<file path="src/rtl/instr_fetch.sv">
// Instruction fetch unit: owns the PC, fetches words over a req/ack handshake and presents them downstream.
// Optional performance counters are enabled by defining INSTR_FETCH_PERF_EN.
module instr_fetch #(
    parameter logic [31:0] RESET_PC = 32'h0000_0000
) (
    input  logic        i_clk,
    input  logic        i_rst,
    output logic        o_imem_req,
    output logic [31:0] o_imem_addr,
    input  logic        i_imem_ack,
    input  logic [31:0] i_imem_rdata,
    output logic        o_valid,
    input  logic        i_ready,
    output logic [31:0] o_instr,
    output logic [5:0]  o_op,
    output logic [31:0] o_pc,
    output logic [31:0] o_pc_plus4,
    input  logic        i_pcsrc,
    input  logic        i_jump,
    input  logic [31:0] i_signimm,
    output logic [31:0] o_instr_count,
    output logic [31:0] o_stall_count
);

    localparam logic [0:0] FETCH = 1'b0;
    localparam logic [0:0] HOLD  = 1'b1;

    logic [0:0]  state;
    logic [31:0] pc_reg;
    logic [31:0] instr_reg;
    logic [31:0] pc_plus4;
    logic [31:0] next_pc;
    logic        fetch_done;
    logic        accept;

    assign pc_plus4   = pc_reg + 32'd4;
    assign fetch_done = (state == FETCH) && i_imem_ack;
    assign accept     = (state == HOLD) && i_ready;

    // Jump wins over a taken branch; both are relative to the presented instruction.
    always_comb begin
        next_pc = pc_plus4;
        if (i_jump) begin
            next_pc = {pc_plus4[31:28], instr_reg[25:0], 2'b00};
        end else if (i_pcsrc) begin
            next_pc = pc_plus4 + {i_signimm[29:0], 2'b00};
        end
    end

    always_ff @(posedge i_clk) begin
        if (i_rst) begin
            state     <= FETCH;
            pc_reg    <= RESET_PC;
            instr_reg <= '0;
        end else begin
            case (state)
                FETCH: begin
                    if (fetch_done) begin
                        instr_reg <= i_imem_rdata;
                        state     <= HOLD;
                    end
                end
                HOLD: begin
                    if (accept) begin
                        pc_reg <= next_pc;
                        state  <= FETCH;
                    end
                end
                default: state <= FETCH;
            endcase
        end
    end

    // Gated by reset so the reset cycle itself shows no request and no valid instruction.
    assign o_imem_req  = !i_rst && (state == FETCH);
    assign o_imem_addr = pc_reg;
    assign o_valid     = !i_rst && (state == HOLD);
    assign o_instr     = i_rst ? 32'h0 : instr_reg;
    assign o_op        = o_instr[31:26];
    assign o_pc        = pc_reg;
    assign o_pc_plus4  = pc_plus4;

`ifdef INSTR_FETCH_PERF_EN
    logic [31:0] instr_count;
    logic [31:0] stall_count;

    always_ff @(posedge i_clk) begin
        if (i_rst) begin
            instr_count <= '0;
            stall_count <= '0;
        end else begin
            if (accept) begin
                instr_count <= instr_count + 32'd1;
            end
            if ((state == FETCH) && !i_imem_ack) begin
                stall_count <= stall_count + 32'd1;
            end
        end
    end

    assign o_instr_count = instr_count;
    assign o_stall_count = stall_count;
`else
    assign o_instr_count = 32'h0;
    assign o_stall_count = 32'h0;
`endif

endmodule

</file>
<file path="config.mk">
export PLATFORM = sky130hd
export DESIGN_NAME = instr_fetch
export DESIGN_NICKNAME = d
export VERILOG_FILES = /design/src/rtl/instr_fetch.sv
export SDC_FILE = /design/constraint.sdc
export NUM_CORES = 1
export LEC_CHECK = 0
export BUFFER_PORTS_ARGS = -buffer_cell sky130_fd_sc_hd__buf_2
export CAP_MARGIN = 20
export CORE_ASPECT_RATIO = 1.75
export CORE_MARGIN = 3
export CORE_UTILIZATION = 35
export DETAILED_ROUTE_END_ITERATION = 8
export PLACE_DENSITY = 0.6
export SYNTH_ARGS = -nofsm -noshare
export SYNTH_HDL_FRONTEND = slang
export SYNTH_SLANG_ARGS = --single-unit
export TNS_END_PERCENT = 20
</file>
<file path="constraint.sdc">
create_clock -name i_clk -period 4.7 [get_ports i_clk]
set_input_delay 0.94 -clock i_clk [delete_from_list [all_inputs] [get_ports i_clk]]
set_output_delay 0.94 -clock i_clk [all_outputs]
set_load 0.05 [all_outputs]
</file>
# Word level (Yosys, flattened, before mapping)
# Index checks and enable logic that the tools add are counted.
[totals]
ff_bits = 65
inputBits = 70
out_inout_bits = 200
wordCells = 19
[classes]
add_sub_neg = 2
mux = 6
bitwise = 1
reduce_logical = 7
[ops]
columns = ["operator", "count"]
rows = [
  ["32-bit 2-to-1 mux", 3],
  ["32-bit by 3-bit adder with 32-bit output, second input constant", 1],
  ["32-bit adder", 1],
  ["1-bit logical AND", 4],
  ["2-bit AND reduction", 2],
  ["1-bit 2-to-1 mux", 2],
  ["1-bit one-hot mux with 2 select lines", 1],
  ["1-bit logical NOT", 1],
  ["1-bit inverter", 1],
]

# Logic depth before layout (Yosys ltp)
# Gate-level depths: netlist of the first run.
[depth]
word_depth = 4
depth_mapped = 16
mapped_depth_nobuf = 15

# Worst setup path after synthesis of the first run
# No wires, ideal clock.
[synth_path]
kind = "register to register"
start = "register pc_reg[7] (netlist: o_imem_addr[7])"
end = "register pc_reg[31] (netlist: o_imem_addr[31])"
setup_time_ns = 0.121
arrival_ns = 4.933
t_required_ns = 4.579
path_slack_ns = -0.354
path_stages_with_launch = 15
path_cell_list = "dfxtp_1 -> nand4_1 -> or2_1 -> or4b_4 -> nor2_4 -> nand2_1 -> xnor2_1 -> ha_1 -> a21oi_1 -> nor2b_1 -> o21a_1 -> o41ai_1 -> mux2i_1 -> mux2i_1 -> mux2_2"
[synth_via]
elab_chain_len = 4
[synth_rtl]
columns = ["item", "line", "source"]
rows = [
  ["from (decl)", "29", "logic [31:0] pc_reg;"],
  ["from (signal assigned)", "65", "pc_reg <= next_pc;"],
  ["32-bit by 3-bit adder with 32-bit output", "36", "assign pc_plus4 = pc_reg + 32'd4;"],
  ["net o_pc_plus4[27]", "17", "output logic [31:0] o_pc_plus4,"],
  ["32-bit adder", "46", "next_pc = pc_plus4 + {i_signimm[29:0], 2'b00};"],
  ["32-bit 2-to-1 mux", "45", "end else if (i_pcsrc) begin"],
  ["32-bit 2-to-1 mux", "43", "if (i_jump) begin"],
]
# The timed path passes the listed nets, and every way through them passes these cells.
# A chain may end at the register's enable or synchronous reset.

# Final worst setup path of the first run
[layout_path]
start = "register pc_reg[8] (netlist: o_imem_addr[8])"
end = "register pc_reg[31] (netlist: o_imem_addr[31])"
[layout_via]
elab_chain_len = 4
[layout_rtl]
columns = ["item", "line"]
rows = [
  ["32-bit by 3-bit adder with 32-bit output *", "36"],
  ["32-bit adder", "46"],
  ["32-bit 2-to-1 mux", "45"],
  ["32-bit 2-to-1 mux *", "43"],
]
# Mark *: on every way between the ends. The rest lies on a longest branch, timed or not.

==> metrics.cfg, run 1 <==
[outcome]
status = completed

[critical_path]
reg2reg_from = o_imem_addr[8]
crit_path_end_kind = flop
cp-start-kind = flop
crit_type = flop to flop
reg2reg_to = o_imem_addr[31]
r2r.worst_path.cells = 15
critPathRequiredTime_ns = 4.91
crit_path_start = o_imem_addr[8]
timing.reg2reg.setup_slack_ns = 0.29
cp.arrival_ns = 4.62
crit_fanout = 7
crit_path_end = o_imem_addr[31]

[detailed_routing]
via_per_inst = 5.09
vias = 5747
drt-total-wl_um = 19800
drt_iter0_drc = 247
ant_nets = 0
firstDrtPassIters = 4
wl_per_cell_um = 17.5
drc = 0

[logic_synthesis]
syn_area_sq_mm = 0.00580
ys_warn_count = 0
synthFlopType = dfxtp_1
yosysUniqueCellTypes = 72
synth_area_per_cell_sq_um = 7.86
ys_ff_latch = 63
async_flop_share_pct = 0
synth_edf_count = 0
syn_inst = 738
synth-seq-area-share_pct = 21.8

[sta]
rsz0062_at_grt = false
timing.fmax_mhz = 227
slew_headroom_pct = 34.8
holdWs_ns = 0.549
drv_slew = 0
fin_skew_ns = 0.00525
finalWorstSetupSlack_ns = 0.292
worst_slew_pin_slew_ns = 0.977
setup_violations = 0
period_needed_ns = 4.41
fin_crit_sh_pct = 93.8
hold_violations = 0
finalSetupTns_ns = 0

[global_routing]
grt_max_degree = 50
antenna_found_initial = 0
grt_first_pass_wirelength_um = 29400
gr-total-overflow = 0
grt.total_usage_pct = 21.3
grt_pass1_vias = 5521

[floorplan]
num_rows = 61
dieHeight_um = 176
core_area_sq_mm = 0.0161
dieArea_sq_mm = 0.0182
fp.dieW_um = 103
io_pins = 270
start_util_pct = 36.0

[clocking]
cts-root-buf = clkbuf_16
clockBufferDepth = 2
postCtsSetupBuffers = 0
tritoncts = yes
clk_pin_slew_worst_paths_ns = 0.05
numCtsBuffers = 9
cts_max_level = 3
cts.hold.buffers_added = 0
ctsResizeCount = 0
clock_sinks = 63
clock_latency_ns = 0.33

[pwr]
pwr-share-comb_pct = 35.2
powerDensity_mw_per_mm2 = 289
p_sw_w = 0.000794
clockPowerShare_pct = 34.8
max-vdd-ir-drop_uv = 158
p_int_w = 0.00123
swShare_pct = 39.1
power_frac_seq_pct = 30.0
power.leakage_nw = 3.60

[finish]
fin_util_pct = 43.6
final_cell_mix = buf_2, conb_1, dfxtp_1, nand2_1, nor2_1
final_common_cell = buf_2
syn_to_final_growth_pct = 21.1
drive_above_1_share_pct = 29.6
final_nets = 1012
largest_reg_flops = 32
num_antenna_cells = 0
fillers = 1701

[placement]
dp_hpwl_um = 16000
place_congestion = 0.899
post-place-ws_ns = 0.360
port_buffers = 197

[min_path]
min_path_type = flop to flop

[flow_run]
maxCapViolations = 0

## critical path: stages, from the launching register on
cell and delay, ns:
dfxtp_1 0.52, nand4_1 0.25, or2_1 0.32, or4b_4 0.56
nor2_4 0.17, nand2_1 0.10, xnor2_2 0.27, ha_1 0.36
a21oi_1 0.16, nor2b_1 0.08, o21a_1 0.18, o41ai_1 0.34
buf_4 0.18, mux2i_1 0.22, mux2i_1 0.24, mux2_2 0.35
## logic make-up after synthesis
| family | Yosys count | share of synthesized area (%) |
|---|---|---|
| mux | 10 | 1.77 |
| buf+inv | 150 | 16.7 |
| simple gates | 236 | 20.6 |
| other cells | 1 | 0.0647 |
| xor+xnor | 48 | 7.38 |
| flops | 63 | 21.8 |
| fa+ha+maj | 37 | 8.11 |
| compound gates | 193 | 23.7 |
## through the flow
stage	power [W]	area, sq um	cells
2_1_floorplan	0.00122	6150	807
5_1_grt	0.00212	7020	1129
4_1_cts	0.00205	7020	1129
3_5_place_dp	0.00134	6710	1114
3_3_place_gp	0.00133	6710	1114
6_report	0.00203	7020	1129
## per-layer routing
metal  share of wire [%]  up-vias  global-route usage, %
li1                    -     2789                      -
met1                  35     2650                   22.1
met2                  55      259                   40.2
met3                 5.2       49                   2.45
met4                 4.5        0                   10.9
met5                   0        -                      0
## area by class of cell
cell class | instances | area (sq um) | area share, %
well taps | 220 | 275 | 3.92
clock buffers | 11 | 243 | 3.46
inverters | 11 | 41.3 | 0.588
repair buffers | 226 | 1200 | 17.1
multi-input cells | 594 | 3930 | 55.9
flip-flops and latches | 63 | 1260 | 18.0
clock inverters | 4 | 70.1 | 0.998
## power groups by stage
stage	registers (W)	logic [W]	clock network (W)
2_1_floorplan	0.000640	0.000579	0
3_3_place_gp	0.000620	0.000712	0
3_5_place_dp	0.000621	0.000714	0
4_1_cts	0.000610	0.000716	0.000722
5_1_grt	0.000613	0.000763	0.000747
6_report	0.000608	0.000714	0.000706
## Yosys cell counts (2+ instances only)
cell / number / area share, %
nand4_1: 14 / 1.5
nand2_1: 61 / 3.9
a21o_1: 15 / 1.9
o21bai_1: 3 / 0.39
o32ai_1: 3 / 0.45
and3_1: 7 / 0.76
o22a_1: 34 / 5.1
buf_1: 4 / 0.26
nand3_1: 19 / 1.6
nor3_1: 9 / 0.78
o22ai_1: 2 / 0.22
buf_2: 4 / 0.35
o41ai_1: 2 / 0.30
ha_1: 36 / 7.8
o21ai_0: 25 / 2.2
a21oi_1: 47 / 4.1
nor2b_1: 35 / 3.8
a32o_1: 4 / 0.69
buf_4: 106 / 14
nor2_1: 57 / 3.7
xnor2_1: 29 / 4.4
mux2i_1: 8 / 1.4
a211oi_1: 13 / 1.7
inv_1: 10 / 0.65
o21a_1: 6 / 0.78
o21ai_1: 2 / 0.17
dfxtp_1: 63 / 22
clkbuf_1: 25 / 1.6
and4_1: 4 / 0.60
mux2_2: 2 / 0.39
a211oi_2: 2 / 0.43
or3_1: 2 / 0.22
and2_1: 3 / 0.32
a211o_1: 3 / 0.45
or2_2: 2 / 0.22
o211ai_1: 11 / 1.4
a311oi_1: 2 / 0.30
xor2_1: 18 / 2.7
nand2b_1: 12 / 1.3
nor3b_1: 2 / 0.26
## worst min path at each step
stage,startpoint,to,slack [ns],cells past startpoint
final,state,state,0.55,2
after global routing,o_imem_addr[19],o_imem_addr[19],0.59,2
after CTS,state,state,0.56,2
after detailed placement,state,state,0.55,2
after global placement,o_imem_addr[9],o_imem_addr[9],0.54,2
after floorplan,state,state,0.49,2
Note: power is estimated with default switching activity, not from simulation.
==> run 2, diff against run 1 <==
--- a/config.mk
+++ b/config.mk
@@ -8,7 +8,7 @@
 export BUFFER_PORTS_ARGS = -buffer_cell sky130_fd_sc_hd__buf_2
 export CAP_MARGIN = 20
 export CORE_ASPECT_RATIO = 1.75
-export CORE_MARGIN = 3
+export CORE_MARGIN = 8
 export CORE_UTILIZATION = 35
 export DETAILED_ROUTE_END_ITERATION = 8
 export PLACE_DENSITY = 0.6
==> metrics.cfg, run 2 (same netlist as run 1, synthesis figures left out) <==
[pwr]
power.leakage_nw = 3.59  ; was 3.60 nW
powerDensity_mw_per_mm2 = 285  ; was 289 mW/mm^2
p_int_w = 0.00118  ; was 0.00123 W
max-vdd-ir-drop_uv = 154  ; was 158 uV
p_sw_w = 0.000805  ; was 0.000794 W
clockPowerShare_pct = 33.1  ; was 34.8%
power_frac_seq_pct = 30.6  ; was 30.0%
swShare_pct = 40.5  ; was 39.1%
pwr-share-comb_pct = 36.4  ; was 35.2%

[placement]
port_buffers = 197  ; unchanged
dp_hpwl_um = 17500  ; was 16,000 um
post-place-ws_ns = 0.342  ; was 0.360 ns
place_inst = 1086  ; was 1,114
place_congestion = 0.917  ; was 0.899

[critical_path]
r2r.worst_path.cells = 15  ; unchanged
timing.reg2reg.setup_slack_ns = 0.33  ; was 0.29 ns
path_cells = nand3_1, nor2_1, or4b_4, nor2_4, nand2_1, xnor2_2, ha_1, a21oi_1, nor2b_1, o21a_1, o41ai_1, buf_4, mux2i_1, mux2i_1, mux2_2  ; was nand4_1, or2_1, or4b_4, nor2_4, nand2_1, xnor2_2, ha_1, a21oi_1, nor2b_1, o21a_1, o41ai_1, buf_4, mux2i_1, mux2i_1, mux2_2
reg2reg_to = o_imem_addr[31]  ; unchanged
crit_type = flop to flop  ; unchanged
reg2reg_from = o_imem_addr[4]  ; was o_imem_addr[8]
cp-start-kind = flop  ; unchanged
crit_path_end_kind = flop  ; unchanged
crit_slowest_cell = or4b_4  ; unchanged
cpPeakStageDelay_ns = 0.57  ; was 0.56 ns
cp.arrival_ns = 4.59  ; was 4.62 ns
path_delay_family = simple AND/OR/NAND/NOR gates  ; unchanged
crit_fanout = 8  ; was 7
cp_num_buf_inv = 1  ; unchanged
crit_top_cell = mux2i_1  ; unchanged
critPathRequiredTime_ns = 4.91  ; about the same

[clocking]
clk_pin_slew_worst_paths_ns = 0.05  ; about the same
clock_sinks = 63  ; unchanged
cts_max_level = 3  ; unchanged
cts-root-buf = clkbuf_16  ; unchanged
clockBufferDepth = 2  ; unchanged
clock_latency_ns = 0.33  ; about the same
tritoncts = yes  ; unchanged
numCtsBuffers = 9  ; unchanged

[min_path]
min_path_type = flop to flop  ; unchanged
worst_hold_path.endpoint = o_imem_addr[8]  ; was state
worstHoldPathCells = 2  ; unchanged
min-delay-start = o_imem_addr[8]  ; was state

[detailed_routing]
drt-total-wl_um = 21600  ; was 19,800 um
drc = 0  ; unchanged
via_per_inst = 5.26  ; was 5.09
firstDrtPassIters = 4  ; unchanged
vias = 5799  ; was 5,747
drt_iter0_drc = 319  ; was 247
wl_per_cell_um = 19.6  ; was 17.5 um
ant_nets = 0  ; unchanged

[outcome]
status = completed  ; unchanged

[finish]
final_cell_mix = buf_2, conb_1, dfxtp_1, nand2_1, nor2_1  ; unchanged
largest_reg_flops = 32  ; unchanged
multiInputGateArea_sq_mm = 0.00393  ; about the same
fillers = 1735  ; was 1,701
drive_above_1_share_pct = 29.8  ; was 29.6%
area.sequential_sq_mm = 0.00126  ; about the same
fin_cells = 1102  ; was 1,129
final_common_cell = buf_2  ; unchanged
final_nets = 1012  ; unchanged
num_antenna_cells = 0  ; unchanged
syn_to_final_growth_pct = 20.3  ; was 21.1%

[floorplan]
start_util_pct = 35.6  ; was 36.0%
num_rows = 62  ; was 61
fp.dieW_um = 113  ; was 103 um
core_area_sq_mm = 0.0163  ; was 0.0161 sq mm
io_pins = 270  ; unchanged
dieArea_sq_mm = 0.0211  ; was 0.0182 sq mm
dieHeight_um = 186  ; was 176 um

[sta]
timing.fmax_mhz = 229  ; was 227 MHz
fin_crit_sh_pct = 93.0  ; was 93.8%
finalSetupTns_ns = 0  ; unchanged
finalWorstSetupSlack_ns = 0.327  ; was 0.292 ns
worst_slew_pin_slew_ns = 0.948  ; was 0.977 ns
holdWs_ns = 0.519  ; was 0.549 ns
hold_violations = 0  ; unchanged
drv_slew = 0  ; unchanged
rsz0062_at_grt = false  ; unchanged
period_needed_ns = 4.37  ; was 4.41 ns
fin_skew_ns = 0.00732  ; was 0.00525 ns
slew_headroom_pct = 36.8  ; was 34.8%
setup_violations = 0  ; unchanged

[global_routing]
gr-total-overflow = 0  ; unchanged
grt_max_degree = 50  ; unchanged
grt_pass1_vias = 6090  ; was 5,521
grt_first_pass_wirelength_um = 32200  ; was 29,400 um
antenna_found_initial = 1  ; was 0
grt.total_usage_pct = 19.6  ; was 21.3%

[flow_run]
maxCapViolations = 0  ; unchanged

[run 2: cell type report]
type,instances,share of cell area (%)
clock buffers,12,3.53
clock inverters,4,0.646
inverters,11,0.592
multi-input cells,594,56.4
flip-flops and latches,63,18.1
well taps,192,3.45
repair buffers,226,17.3
[run 2: worst max path at each step]
stage	start	to	slack [ns]	cells after the start
6_report	o_imem_addr[4]	o_imem_addr[31]	0.33	15
5_1_grt	o_imem_addr[4]	o_imem_addr[31]	0.01	15
4_1_cts	o_imem_addr[4]	o_imem_addr[31]	0.31	15
3_5_place_dp	o_imem_addr[4]	o_imem_addr[31]	0.34	15
3_3_place_gp	o_imem_addr[8]	o_imem_addr[31]	0.42	15
2_1_floorplan	o_imem_addr[7]	o_imem_addr[31]	0.006	14
[run 2: worst register-to-register path, cell delays in order (launching register included)]
cell and delay (ns):
dfxtp_1 0.51, nand3_1 0.22, nor2_1 0.30, or4b_4 0.57, nor2_4 0.16, nand2_1 0.10
xnor2_2 0.27, ha_1 0.36, a21oi_1 0.16, nor2b_1 0.07, o21a_1 0.18, o41ai_1 0.34
buf_4 0.18, mux2i_1 0.24, mux2i_1 0.26, mux2_2 0.35
[run 2: power groups by stage]
stage               sequential, W  combinational [W]  clock, W
floorplan                0.000640           0.000579         0
CTS                      0.000609           0.000723  0.000670
finish                   0.000608           0.000723  0.000658
global route             0.000612           0.000772  0.000695
global placement         0.000620           0.000718         0
detailed placement       0.000620           0.000720         0
[run 2: metrics by stage]
stage                     area [sq um]  total power [W]  utilization, %
after CTS                         6970          0.00200            42.8
after global routing              6970          0.00208            42.8
final                             6970          0.00199            42.8
after global placement            6680          0.00134            41.0
after detailed placement          6680          0.00134            41.0
after floorplan                   6150          0.00122               -
[run 2: repair_timing]
action | 4_1_cts | 5_1_grt
setup buffers | 0 | 0
hold buffers | 0 | 0
endpoints found under the hold margin | 0 | 0
gates resized for setup | 0 | 2
setup endpoints to repair | 0 | 1
[run 2: routing by layer]
| metal | vias to the layer above | GRT usage [%] | wire length (um) |
|---|---|---|---|
| li1 | 2788 | - | - |
| met1 | 2686 | 18.9 | 7460 |
| met2 | 259 | 37.4 | 11500 |
| met3 | 64 | 4.17 | 1430 |
| met4 | 2 | 11.8 | 1190 |
| met5 | - | 0 | 12 |
==> run 3, diff against run 2 <==
--- a/config.mk
+++ b/config.mk
@@ -5,13 +5,15 @@
 export SDC_FILE = /design/constraint.sdc
 export NUM_CORES = 1
 export LEC_CHECK = 0
+export ABC_AREA = 1
 export BUFFER_PORTS_ARGS = -buffer_cell sky130_fd_sc_hd__buf_2
 export CAP_MARGIN = 20
 export CORE_ASPECT_RATIO = 1.75
 export CORE_MARGIN = 8
 export CORE_UTILIZATION = 35
 export DETAILED_ROUTE_END_ITERATION = 8
-export PLACE_DENSITY = 0.6
+export MAX_ROUTING_LAYER = met4
+export PLACE_DENSITY = 0.58
 export SYNTH_ARGS = -nofsm -noshare
 export SYNTH_HDL_FRONTEND = slang
 export SYNTH_SLANG_ARGS = --single-unit
==> metrics.cfg, run 3 <==
[placement]
dp_hpwl_um = 20700  ; was 17,500 um
port_buffers = 197  ; unchanged
post-place-ws_ns = 1.19  ; was 0.342 ns
place_congestion = 0.955  ; was 0.917
place_inst = 1497  ; was 1,086

[sta]
worst_slew_pin_slew_ns = 0.935  ; was 0.948 ns
hold_violations = 0  ; unchanged
fin_skew_ns = 0.00859  ; was 0.00732 ns
finalSetupTns_ns = 0  ; unchanged
finalWorstSetupSlack_ns = 1.17  ; was 0.327 ns
rsz0062_at_grt = false  ; unchanged
drv_slew = 0  ; unchanged
period_needed_ns = 3.53  ; was 4.37 ns
setup_violations = 0  ; unchanged
timing.fmax_mhz = 283  ; was 229 MHz
slew_headroom_pct = 37.6  ; was 36.8%
fin_crit_sh_pct = 75.1  ; was 93.0%

[critical_path]
path_depth = 17  ; was 15
crit_type = flop to flop  ; unchanged
critPathRequiredTime_ns = 4.97  ; was 4.91 ns
cpPeakStageDelay_ns = 0.47  ; was 0.57 ns
path_delay_family = simple AND/OR/NAND/NOR gates  ; unchanged
cp-start-kind = flop  ; unchanged
crit_slowest_cell = dfxtp_1  ; was or4b_4
crit_top_cell = nand2_1  ; was mux2i_1
crit_path_end_kind = flop  ; unchanged
r2r.worst_path.cells = 17  ; was 15
path_cells = ha_1, nand3_1, nor2_1, nand4_1, nor2_2, nand4_1, nand2_1, inv_1, ha_1, nand2_1, nor2_1, nand2_1, nor2_1, nand2_1, nand4_1, nand3_1, a21oi_1  ; was nand3_1, nor2_1, or4b_4, nor2_4, nand2_1, xnor2_2, ha_1, a21oi_1, nor2b_1, o21a_1, o41ai_1, buf_4, mux2i_1, mux2i_1, mux2_2
cp.arrival_ns = 3.80  ; was 4.59 ns
cp_num_buf_inv = 1  ; unchanged
crit_fanout = 6  ; was 8

[pwr]
clockPowerShare_pct = 29.5  ; was 33.1%
powerDensity_mw_per_mm2 = 274  ; was 285 mW/mm^2
swShare_pct = 45.4  ; was 40.5%
pwr-share-comb_pct = 40.8  ; was 36.4%
power.leakage_nw = 4.36  ; was 3.59 nW
max-vdd-ir-drop_uv = 217  ; was 154 uV
p_sw_w = 0.000948  ; was 0.000805 W
power_frac_seq_pct = 29.7  ; was 30.6%
p_int_w = 0.00114  ; was 0.00118 W

[logic_synthesis]
post-synth-top-count-cell = nand2_1  ; was buf_4
yosys.area_share.simple_pct = 31.7  ; was 20.6%
synth_xor_area_share_pct = 2.21  ; was 7.38%
yosysUniqueCellTypes = 42  ; was 72
syn_inst = 1120  ; was 738
ys_warn_count = 0  ; unchanged
synth_top_cell_by_area = dfxtp_1  ; unchanged
synthTopCellsByCount = nand2_1, inv_1, nor2_1  ; was buf_4, dfxtp_1, nand2_1
syn_area_sq_mm = 0.00669  ; was 0.00580 sq mm
async_flop_share_pct = 0  ; unchanged
synth_area_per_cell_sq_um = 5.97  ; was 7.86 sq um
synth-seq-area-share_pct = 18.9  ; was 21.8%
synth-compound-area-share_pct = 17.0  ; was 23.7%
ys_ff_latch = 63  ; unchanged
synth_edf_count = 0  ; unchanged
synth_area_leaders = dfxtp_1, nand2_1, buf_4  ; was dfxtp_1, buf_4, ha_1
muxShareOfSynthArea_pct = 0  ; was 1.77%
synthAdderAreaFrac_pct = 7.04  ; was 8.11%
synth_top_family_by_area = simple AND/OR/NAND/NOR gates  ; was compound AO/OA/AOI/OAI gates
netlist.area_leader.share_pct = 18.9  ; was 21.8%
synthFlopType = dfxtp_1  ; unchanged

[floorplan]
num_rows = 67  ; was 62
core_area_sq_mm = 0.0189  ; was 0.0163 sq mm
dieHeight_um = 199  ; was 186 um
fp.dieW_um = 120  ; was 113 um
dieArea_sq_mm = 0.0240  ; was 0.0211 sq mm
start_util_pct = 35.3  ; was 35.6%
io_pins = 270  ; unchanged

[finish]
fin_cells = 1511  ; was 1,102
final_nets = 1374  ; was 1,012
final_cell_mix = nand2_1, buf_2, inv_1, nor2_1, a21oi_1  ; was buf_2, conb_1, dfxtp_1, nand2_1, nor2_1
drive_above_1_share_pct = 19.4  ; was 29.8%
syn_to_final_growth_pct = 14.0  ; was 20.3%
num_antenna_cells = 0  ; unchanged
largest_reg_flops = 32  ; unchanged
final_common_cell = nand2_1  ; was buf_2

[outcome]
status = completed  ; unchanged

[clocking]
clockBufferDepth = 2  ; unchanged
clk_pin_slew_worst_paths_ns = 0.05  ; about the same
ctsResizeCount = 0  ; unchanged
cts-root-buf = clkbuf_16  ; unchanged
numCtsBuffers = 9  ; unchanged
tritoncts = yes  ; unchanged
clock_latency_ns = 0.34  ; was 0.33 ns
clock_sinks = 63  ; unchanged
postCtsSetupBuffers = 0  ; unchanged
cts_max_level = 3  ; unchanged
cts.hold.buffers_added = 0  ; unchanged

[detailed_routing]
firstDrtPassIters = 4  ; unchanged
via_per_inst = 4.74  ; was 5.26
drt_iter0_drc = 331  ; was 319
drc = 0  ; unchanged
wl_per_cell_um = 16.3  ; was 19.6 um
drt-total-wl_um = 24600  ; was 21,600 um
ant_nets = 0  ; unchanged
vias = 7164  ; was 5,799

[global_routing]
antenna_found_initial = 0  ; was 1
grt.total_usage_pct = 20.8  ; was 19.6%
gr-total-overflow = 0  ; unchanged
grt_max_degree = 53  ; was 50
grt_first_pass_wirelength_um = 37700  ; was 32,200 um
grt_pass1_vias = 7211  ; was 6,090

[flow_run]
maxCapViolations = 0  ; unchanged

[min_path]
worstHoldPathCells = 2  ; unchanged
min_path_type = flop to flop  ; unchanged

==> run 3: changes by cell type in the layout (fill, tap and decap cells not counted), moves of 12 or more <==
cell | before | now
xnor2_1 | 21 | 4
nand2_1 | 61 | 267
o21ai_0 | 25 | 64
o22a_1 | 34 | 0
nand3_1 | 19 | 60
a21o_1 | 15 | 3
nor2_1 | 56 | 112
inv_1 | 10 | 167
a21oi_1 | 46 | 103
buf_4 | 29 | 5
nor2b_1 | 35 | 0
nand2b_1 | 12 | 0
==> run 3: area by class of cell <==
class	instances	area (sq um)
Multi-Input combinational cell	823	4140
Inverter	168	631
Sequential cell	63	1260
Clock inverter	1	5.00
Fill cell	2176	11300
Timing Repair Buffer	202	1020
Tap cell	241	302
Clock buffer	13	260
==> run 3: power by group through the flow <==
stage | sequential (W) | clock, W | combinational, W
finish | 0.000620 | 0.000616 | 0.000853
global placement | 0.000629 | 0 | 0.000849
detailed placement | 0.000631 | 0 | 0.000851
global route | 0.000625 | 0.000652 | 0.000922
floorplan | 0.000670 | 0 | 0.000672
CTS | 0.000620 | 0.000631 | 0.000854
==> run 3: cell families (layout without fill, tap and decap cells) <==
group,Yosys count,in the layout
XOR/XNOR,16,16
adder cells (fa/ha/maj),37,37
other,1,70
AND/OR/NAND/NOR,492,492
buffers and inverters,303,384
flip-flops,63,63
AO/OA/AOI/OAI,208,208
==> run 3: per-stage QoR <==
stage	hold slack, ns	total power, W	instance area, sq um	utilization, %
finish	0.456	0.00209	7620	40.2
global route	0.485	0.00220	7620	40.2
CTS	0.457	0.00210	7620	40.2
detailed placement	0.449	0.00148	7360	38.8
global placement	0.443	0.00148	7360	38.8
floorplan	0.430	0.00134	6940	-
==> run 3: per-layer routing <==
| metal | GRT usage [%] | wire length, um | up-vias |
|---|---|---|---|
| met2 | 38.3 | 12900 | 251 |
| li1 | - | - | 3670 |
| met5 | - | 0 | - |
| met1 | 21.2 | 9550 | 3197 |
| met4 | 10.4 | 903 | 0 |
| met3 | 2.24 | 1200 | 46 |
==> run 3: worst register-to-register path, stage by stage, from the launching register on <==
cell and delay (ns):
dfxtp_1 0.47, ha_1 0.33, nand3_1 0.23, nor2_1 0.18, nand4_1 0.20, nor2_2 0.19
nand4_1 0.12, nand2_1 0.10, inv_1 0.09, ha_1 0.41, nand2_1 0.12, nor2_1 0.29
nand2_1 0.12, nor2_1 0.11, nand2_1 0.11, nand4_1 0.12, nand3_1 0.13, a21oi_1 0.15
==> run 3: path summary, 6_finish.rpt <==
kind,from,endpoint,slack (ns)
max reg2reg,o_imem_addr[2],o_imem_addr[26],1.17
max,o_imem_addr[2],o_imem_addr[26],1.17
min reg2reg,instr_reg[30],instr_reg[30],0.46
min,instr_reg[30],instr_reg[30],0.46
